`config.mk`:
```
export PLATFORM = sky130hd
export DESIGN_NAME = pdm_stream_decoder_flat
export DESIGN_NICKNAME = d
export VERILOG_FILES = /design/src/rtl/pdm_if.sv /design/src/rtl/pdm_stream_decoder.sv /design/src/flat_wrapper.sv
export SDC_FILE = /design/constraint.sdc
export NUM_CORES = 1
export LEC_CHECK = 0
export BUFFER_PORTS_ARGS = -buffer_cell sky130_fd_sc_hd__buf_2
export CORE_MARGIN = 2
export CORE_UTILIZATION = 50
export CTS_CLUSTER_DIAMETER = 40
export DETAILED_ROUTE_END_ITERATION = 7
export HOLD_SLACK_MARGIN = 0.1
export PLACE_DENSITY_LB_ADDON = 0.05
export SYNTH_ARGS = -nofsm -noshare
export SYNTH_HDL_FRONTEND = slang
export SYNTH_SLANG_ARGS = --single-unit
```
`constraint.sdc`:
```
create_clock -name clk -period 1.9 [get_ports clk]
set_clock_uncertainty 0.15 [all_clocks]
set_input_delay 0.19 -clock clk [delete_from_list [all_inputs] [get_ports clk]]
set_output_delay 0.19 -clock clk [all_outputs]
set_load 0.02 [all_outputs]
```
`src/rtl/pdm_if.sv`:
```
`timescale 1ns/1ps
// Bundles the two PDM input streams and the recovered PCM outputs of pdm_stream_decoder.
// The source side (modulator or bench) uses master; the decoder uses slave.
interface pdm_if;
    logic        lft_PDM;
    logic        rght_PDM;
    logic [15:0] lft_inverse;
    logic [15:0] rght_inverse;
    logic        sample_vld;

    modport master (
        output lft_PDM, rght_PDM,
        input  lft_inverse, rght_inverse, sample_vld
    );

    modport slave (
        input  lft_PDM, rght_PDM,
        output lft_inverse, rght_inverse, sample_vld
    );
endinterface

```
`src/rtl/pdm_stream_decoder.sv`:
```
`timescale 1ns/1ps
// Windowed ones-count PDM to 16-bit signed PCM decoder, two independent channels.
// Optional macro PDM_SMOOTH_EN averages the last 4 window results per channel.
module pdm_stream_decoder #(
    parameter int WIN_LOG2 = 10
) (
    input  logic   clk,
    input  logic   rst,
    pdm_if.slave   bus
);
    localparam int SHIFT = 16 - WIN_LOG2;

    logic [WIN_LOG2-1:0] win_cnt_reg;
    logic                last_cycle;
    logic                vld_reg;
    logic [1:0]          pdm_bit;
    logic [15:0]         ch_out [2];

    assign pdm_bit    = {bus.rght_PDM, bus.lft_PDM};
    assign last_cycle = (win_cnt_reg == {WIN_LOG2{1'b1}});

    always_ff @(posedge clk or posedge rst) begin
        if (rst) begin
            win_cnt_reg <= '0;
            vld_reg     <= 1'b0;
        end else begin
            win_cnt_reg <= win_cnt_reg + 1'b1;
            vld_reg     <= last_cycle;
        end
    end

    generate
        for (genvar gi = 0; gi < 2; gi++) begin : g_chan
            logic [WIN_LOG2:0] ones_reg;
            logic [WIN_LOG2:0] total;
            logic [16:0]       scaled;
            logic [15:0]       sat;
            logic [15:0]       out_reg;
            logic [15:0]       out_next;

            // The bit seen on the window's last cycle belongs to the closing window.
            assign total  = ones_reg + (WIN_LOG2+1)'(pdm_bit[gi]);
            assign scaled = 17'(total) << SHIFT;
            // scaled - 32768 for 0..65535 is just an MSB flip; 65536 is the only saturating case.
            assign sat    = scaled[16] ? 16'h7FFF : {~scaled[15], scaled[14:0]};

`ifdef PDM_SMOOTH_EN
            logic signed [15:0] hist_reg [3];
            logic signed [17:0] sum;
            logic signed [17:0] avg;

            assign sum      = 18'($signed(sat)) + 18'(hist_reg[0])
                            + 18'(hist_reg[1]) + 18'(hist_reg[2]);
            assign avg      = sum >>> 2;
            assign out_next = avg[15:0];

            always_ff @(posedge clk or posedge rst) begin
                if (rst) begin
                    for (int i = 0; i < 3; i++) hist_reg[i] <= '0;
                end else if (last_cycle) begin
                    hist_reg[0] <= $signed(sat);
                    hist_reg[1] <= hist_reg[0];
                    hist_reg[2] <= hist_reg[1];
                end
            end
`else
            assign out_next = sat;
`endif

            always_ff @(posedge clk or posedge rst) begin
                if (rst) begin
                    ones_reg <= '0;
                    out_reg  <= '0;
                end else if (last_cycle) begin
                    ones_reg <= '0;
                    out_reg  <= out_next;
                end else begin
                    ones_reg <= total;
                end
            end

            assign ch_out[gi] = out_reg;
        end
    endgenerate

    assign bus.lft_inverse  = ch_out[0];
    assign bus.rght_inverse = ch_out[1];
    assign bus.sample_vld   = vld_reg;
endmodule

```
`src/flat_wrapper.sv`:
```
// flat-port wrapper written by rule: the top's interface ports become plain ports
module pdm_stream_decoder_flat 
#(
    parameter int WIN_LOG2 = 10
)
  (clk, rst, bus_lft_PDM, bus_rght_PDM, bus_lft_inverse, bus_rght_inverse, bus_sample_vld);
  pdm_if bus_i ();
  input  logic clk;
  input  logic rst;
  input wire logic [$bits(bus_i.lft_PDM)-1:0] bus_lft_PDM;
  input wire logic [$bits(bus_i.rght_PDM)-1:0] bus_rght_PDM;
  output wire logic [$bits(bus_i.lft_inverse)-1:0] bus_lft_inverse;
  output wire logic [$bits(bus_i.rght_inverse)-1:0] bus_rght_inverse;
  output wire logic [$bits(bus_i.sample_vld)-1:0] bus_sample_vld;
  assign bus_i.lft_PDM = bus_lft_PDM;
  assign bus_i.rght_PDM = bus_rght_PDM;
  assign bus_lft_inverse = bus_i.lft_inverse;
  assign bus_rght_inverse = bus_i.rght_inverse;
  assign bus_sample_vld = bus_i.sample_vld;
  pdm_stream_decoder #(.WIN_LOG2(WIN_LOG2)) u_core (.clk(clk), .rst(rst), .bus(bus_i));
endmodule
```
After elaboration in Yosys (flattened, before gate mapping)
Cells that the tools add are included.
Storage, ports and cells
  register bits: 65
  logic and storage cells: 16
Operators by class
  add/subtract/negate cells: 3
  eq/ne operators: 1
  mux-type cells: 4
  bitwise logic cells: 2
Operator list (count)
  $mux W16: 2
  $add A11 B1 Y11: 2
  $mux W11: 2
  $add A10 B1 Y10 const B: 1
  $eq A10 B10 Y1 const B: 1
  $not A1 Y1: 2

Depth between registers and ports, before layout
Gate-level depths: netlist (run 1).
  word-level depth: 3
  depth in mapped cells: 7
  mapped depth without buffers: 6

Worst setup path before layout (run 1)
No wires, ideal clock.
  path kind: register -> register
  from: register u_core.g_chan[0].ones_reg[0]
  to: register u_core.g_chan[0].out_reg[7] (netlist: u_core.bus.lft_inverse[7])
  library setup time: 73 ps
  arrival time: 1719 ps
  setup slack: -42 ps
  stages on the path, launching flop included: 8
  buffers on the path: 1
  clock period less this slack: 1942 ps
  cells stage by stage: dfrtp_1 > ha_1 > ha_1 > nand2_1 > or4_4 > and3_4 > buf_6 > a21oi_2
Between the ends
  longest elaborated chain between the ends: 2
RTL lines
  start: declaration: line pdm_stream_decoder.sv:34  | logic [WIN_LOG2:0] ones_reg;
  start signal: assignment: line pdm_stream_decoder.sv:78  | ones_reg <= total;
  $add A11 B1 Y11: line pdm_stream_decoder.sv:42  | assign total = ones_reg + (WIN_LOG2+1)'(pdm_bit[gi]);
  $mux W16: line pdm_stream_decoder.sv:45  | assign sat = scaled[16] ? 16'h7FFF : {~scaled[15], scaled[14:0]};
  end signal: assignment: line pdm_stream_decoder.sv:76  | out_reg <= out_next;
  end: declaration: line pdm_stream_decoder.sv:38  | logic [15:0] out_reg;
No other way between the ends.
A chain may end at the register's enable or synchronous reset.

Worst setup path in the final report (run 1)
  from: register u_core.g_chan[0].ones_reg[0]
  to: register u_core.g_chan[0].out_reg[14] (netlist: u_core.bus.lft_inverse[14])
The elaborated chain is that of the path after synthesis.

==> flow_summary.ini, run 1 <==
[timing]
fin_hold_ws_ns = 0.155
hold_viol_final = 0
fmax_ghz = 0.527
grt_setup_unrepaired = true
min_period_ns = 1.90
slew_headroom_pct = 71.3
worstMarginPinSlew_ns = 0.426
final_max_slew_viol_count = 0
finalCritPeriodShare_pct = 99.9
setup_viol = 0

[outcome]
status = completed

[clocking]
clockBufferDepth = 2
cts.sinks = 55
clkTransAtPathRegs_ns = 0.09
cts.htree.levels = 2
numCtsBuffers = 5
cts_tree = yes
clock_latency_ns = 0.31
cts_root_buffer = clkbuf_8

[placed_design]
port_buffers = 36
gp_congestion = 0.738
dp_hpwl_um = 2860
dp.cells = 310

[critical_path]
cpMostUsedCell = ha_4
crit_chain = ha_4, ha_4, nand2_4, or4_4, and3_4, buf_4, a21oi_2
max_stage_delay_ns = 0.48
reg2reg_slack_ns = 0.002
cp.arrival_ns = 1.98
critPathSlowestCell = or4_4
crit_family = simple AND/OR/NAND/NOR gates
critPathCaptureType = register
cp-start-kind = register
worstPathBufferInverterCount = 1
path_max_fanout = 4
cp.required_ns = 1.99
path_class = reg -> reg

[yosys]
synth_area_leaders = dfrtp_1 58%, nor2_1 7.8%, xnor2_1 6.3%, a21oi_2 3.3%, buf_4 3.2%
async_reset_ff_share_pct = 100
syn_area_mm2 = 0.00237
synth_top_area_share_pct = 58.0
synth_edf_count = 0
synthesis.nets = 230
yosys.area.top_type = dfrtp_1
post-synth-top-count-cell = dfrtp_1
synth_cell_type_count = 29
synthFlopType = dfrtp_1
syn-instance-count = 221
ys_ff_latch = 55
syn_avg_cell_area_um2 = 10.7
yosysWarnings = 0
synth-seq-area-share_pct = 58.0
yosys-top-cells-count = 55 x dfrtp_1, 49 x nor2_1, 17 x xnor2_1

[floorplan]
initial_core_util_pct = 50.9
ios = 37
die_w_um = 72.9
coreArea_mm2 = 0.00466
fp.dieH_um = 72.9
rows = 25
die_area_mm2 = 0.00531

[detailed_routing]
ant_nets = 0
vias = 1616
viasPerCell = 4.93
firstDrtPassIters = 4
routed_wl_um = 4110
drt_iter0_drc = 31
wl_per_cell_um = 12.5
drc = 0

[job]
maxCapViolCount = 0

[pwr]
clkPwrFrac_pct = 29.7
cellPowerDensity_mw_per_mm2 = 1000
internal-power_uw = 2150
swShare_pct = 28.4
leakagePower_uw = 0.00137
power_switching_uw = 853
ir_drop_mv = 0.520
pwr-share-seq_pct = 49.8
power.total_uw = 3000
p_comb_share_pct = 20.4

[final_layout]
largest_reg_flops = 22
area_delta_synth_final_pct = 25.9
fin_nets = 282
diodes = 0
drive_gt1_share_pct = 34.7
instances_no_fill = 328

[hold_path]
min_path_type = in -> reg

[global_route]
grt_overflow_total = 0
grt_max_degree = 32
grt_pass1_wl_um = 6930
antenna_found_initial = 0
grtUsageTotal_pct = 16.9
grt_pass1_vias = 1603
## kinds of logic after synthesis
family                     synth area share [%]
xor gates and xnor gates                   8.86
buffers and inverters                      6.06
AOI/OAI and AO/OA                          7.02
and+or+nand+nor                            17.4
DFF                                        58.0
adders and majority gates                  2.64
## power by group through the flow
stage          clock [uW]  combinational, uW  sequential (uW)
5_1_grt               966                709             1520
3_5_place_dp            0                514             1490
6_report              892                613             1490
2_1_floorplan           0                367             1470
3_3_place_gp            0                500             1490
4_1_cts               925                571             1480
## worst paths after layout
path,from,to,cells after the start
hold / removal,bus_lft_PDM,u_core.g_chan[0].ones_reg[0]$_DFF_PP0_,4
setup / recovery,u_core.g_chan[0].ones_reg[0]$_DFF_PP0_,u_core.bus.lft_inverse[14]$_DFFE_PP0N_,7
hold reg to reg,u_core.win_cnt_reg[0]$_DFF_PP0_,u_core.win_cnt_reg[0]$_DFF_PP0_,1
setup reg to reg,u_core.g_chan[0].ones_reg[0]$_DFF_PP0_,u_core.bus.lft_inverse[14]$_DFFE_PP0N_,7
max in group asynchronous,rst,u_core.bus.rght_inverse[9]$_DFFE_PP0N_,4
min in group asynchronous,rst,u_core.win_cnt_reg[7]$_DFF_PP0_,3
## cells in the final DEF, fill, tap and decap left out, types with 3 or more instances in the layout
master,Yosys,final
dfrtp_1,55,54
nor2_1,49,48
buf_2,1,36
buf_4,10,18
xnor2_1,17,17
nand3_1,11,11
a21oi_2,9,10
a21oi_1,10,9
inv_1,9,8
xor2_1,7,7
nand2_1,9,7
nor3_1,7,6
clkbuf_8,0,5
buf_12,0,4
nand4_1,3,3
ha_4,0,3
## timing repair
item / in CTS / in global routing
endpoints found under the setup margin: 14 / 22
buffers inserted: 3 / 5
hold buffers: 2 / 0
gates resized for setup: 7 / 10
cloned: 0 / 0
endpoints found under the hold margin: 44 / 0
pin swaps: 4 / 7
## tightest hold or removal path, cell delays in order
cell	delay, ns
buf_2	0.11
ha_4	0.12
inv_1	0.05
nor2_1	0.10
## metal layers
metal | vias up | GRT usage (%) | share of wire (%)
met5 | - | 0 | 0
met4 | 0 | 4.94 | 0.80
met3 | 3 | 4.70 | 3.4
met2 | 25 | 28.9 | 49
met1 | 769 | 21.0 | 47
li1 | 819 | - | -
## layout make-up
class	instances	area, um2
Clock buffer	5	68.8
Clock inverter	3	67.6
Fill cell	384	1670
Inverter	10	37.5
Multi-Input combinational cell	140	941
Sequential cell	55	1380
Tap cell	54	67.6
Timing Repair Buffer	61	427
## stage by stage
| stage | util (%) | area, um2 | TNS (ns) | worst slack, ns |
|---|---|---|---|---|
| floorplan | - | 2390 | 0 | 0.00955 |
| global placement | 57.6 | 2680 | -0.00259 | -0.00259 |
| detailed placement | 57.6 | 2680 | -0.223 | -0.0550 |
| CTS | 62.0 | 2890 | -0.233 | -0.0613 |
| global route | 64.1 | 2990 | -0.404 | -0.0619 |
| finish | 64.1 | 2990 | 0 | 0.00196 |
Power figures use the tool's default switching activity.
==> run 2, diff against run 1 <==
--- a/config.mk
+++ b/config.mk
@@ -8,5 +8,6 @@
 export BUFFER_PORTS_ARGS = -buffer_cell sky130_fd_sc_hd__buf_2
 export CORE_MARGIN = 2
-export CORE_UTILIZATION = 50
+export CORE_UTILIZATION = 52
+export CTS_BUF_LIST = sky130_fd_sc_hd__clkbuf_2
 export CTS_CLUSTER_DIAMETER = 40
 export DETAILED_ROUTE_END_ITERATION = 7
==> constraint.sdc (replaced) <==
create_clock -name clk -period 1.9 [get_ports clk]
set_clock_uncertainty 0.15 [all_clocks]
set_input_delay 0.38 -clock clk [delete_from_list [all_inputs] [get_ports clk]]
set_output_delay 0.38 -clock clk [all_outputs]
set_load 0.02 [all_outputs]
==> run 2 against run 1 <==
Effect of this change:
- register-to-register slack hardly changed
- sequential cell count unchanged
- hold slack improved by 0.0090 ns
- total power shrank 18%
- critical endpoint is now u_core.bus.lft_inverse[15]$_DFFE_PP0N_
- utilization rose by 1.5 points
- die area shrank 3.6%
- final cell count fell by 1.2%
- sequential share of layout area increased by 1.8 points
- first-iteration DRC count rose by 94%
- non-clock buffer count shrank 2
- wire length down 5.9%
==> flow_summary.ini, run 2 (synthesis results as in run 1) <==
[clocking]
clock_latency_ns = 0.43
clkTransAtPathRegs_ns = 0.27
numCtsBuffers = 5
clockBufferDepth = 2
cts_root_buffer = clkbuf_2
cts_tree = yes
cts.htree.levels = 2
cts.sinks = 55

[critical_path]
max_stage_delay_ns = 0.48
reg2reg_slack_ns = 0.007
critPathSlowestCell = or4_4
crit_chain = ha_4, ha_4, nand2_2, or4_4, and3_4, a21bo_2
critPathCaptureType = register
path_max_fanout = 5
cpMostUsedCell = ha_4
cp-start-kind = register
cp.arrival_ns = 2.09
cp.required_ns = 2.09
path_class = reg -> reg

[timing]
fmax_ghz = 0.528
finalCritPeriodShare_pct = 99.6
hold_viol_final = 0
min_period_ns = 1.89
setup_viol = 0
final_max_slew_viol_count = 0
setup_slack_ns = 0.00679
fin_hold_ws_ns = 0.164
slew_headroom_pct = 81.0
worstMarginPinSlew_ns = 0.284
grt_setup_unrepaired = true

[global_route]
grtUsageMet1_pct = 23.2
grt_pass1_wl_um = 6910
grt_pass1_vias = 1577
grt_util_met2_pct = 27.4
grt_overflow_total = 0
grt_max_degree = 35
globalRoute.busiestLayer = met2
met3_usage_pct = 3.52
grtUsageTotal_pct = 17.0
antenna_found_initial = 0

[detailed_routing]
viasPerCell = 4.98
drt_iter0_drc = 60
firstDrtPassIters = 4
ant_nets = 0
vias = 1613
wl_per_cell_um = 11.9
routed_wl_um = 3860
drc = 0

[final_layout]
largest_reg_flops = 22
final_area_mm2 = 0.00287
drive_gt1_share_pct = 34.6
final_cell_mix = 55 x dfrtp_1, 48 x nor2_1, 36 x buf_2, 17 x xnor2_1, 17 x buf_4
mostFrequentLayoutCell = dfrtp_1
multiInputGateArea_um2 = 942
fin_nets = 280
diodes = 0
area_delta_synth_final_pct = 21.1
regArea_mm2 = 0.00138
n_fill_cell = 372

[floorplan]
rows = 24
die_area_mm2 = 0.00512
initial_core_util_pct = 54.1
die_w_um = 71.5
coreArea_mm2 = 0.00438
fp.dieH_um = 71.5
ios = 37

[hold_path]
min_path_type = in -> reg

[placed_design]
port_buffers = 36
dpl-instance-area_mm2 = 0.00275
dp_hpwl_um = 2730
gp_congestion = 0.713
place_ws_ns = -0.124

[outcome]
status = completed

[pwr]
leakagePower_uw = 0.00131
power.total_uw = 2460
cellPowerDensity_mw_per_mm2 = 857
ir_drop_mv = 0.619

[job]
maxCapViolCount = 0
run 2: cell type report:
class,count,area share (%)
flip-flops and latches,55,47.9
multi-input cells,140,32.8
repair buffers,59,14.2
well taps,52,2.26
inverters,10,1.35
clock buffers,6,1.04
clock inverters,2,0.435
run 2: timing repair:
action,4_1_cts,5_1_grt
gates resized for setup,2,11
endpoints found under the hold margin,55,0
endpoints found under the setup margin,14,21
hold buffers,1,0
pin swaps,1,5
setup buffers,1,1
run 2: through the flow:
| step | util [%] | instances | TNS, ns |
|---|---|---|---|
| 6_report | 65.6 | 324 | 0 |
| 5_1_grt | 65.6 | 324 | -0.534 |
| 3_5_place_dp | 62.6 | 313 | -2.15 |
| 3_3_place_gp | 62.6 | 313 | -1.68 |
| 2_1_floorplan | - | 221 | 0 |
| 4_1_cts | 64.1 | 323 | -0.0124 |
run 2: final timing paths:
path,start,to,cells past startpoint
setup / recovery,u_core.g_chan[0].ones_reg[0]$_DFF_PP0_,u_core.bus.lft_inverse[15]$_DFFE_PP0N_,6
hold / removal,bus_rght_PDM,u_core.g_chan[1].ones_reg[0]$_DFF_PP0_,4
setup reg to reg,u_core.g_chan[0].ones_reg[0]$_DFF_PP0_,u_core.bus.lft_inverse[15]$_DFFE_PP0N_,6
hold reg to reg,u_core.win_cnt_reg[8]$_DFF_PP0_,u_core.win_cnt_reg[8]$_DFF_PP0_,1
max in group asynchronous,rst,u_core.g_chan[0].ones_reg[5]$_DFF_PP0_,4
min in group asynchronous,rst,u_core.bus.rght_inverse[13]$_DFFE_PP0N_,4
run 2: power breakdown:
group,total [uW],switching (uW),internal [uW]
Clock,443,349,93.8
Combinational,539,285,254
Sequential,1480,164,1320
run 2: per-layer routing:
| layer | vias up | routed length [um] |
|---|---|---|
| li1 | 814 | - |
| met1 | 762 | 1850 |
| met2 | 35 | 1820 |
| met3 | 2 | 169 |
| met4 | 0 | 20 |
| met5 | - | 0 |
run 2: critical path, delay by kind of cell, from the launching register on:
family	cells	cell delay (ns)
fa+ha+maj	2	0.28
simple gates	3	0.76
flops	1	0.42
compound gates	1	0.21
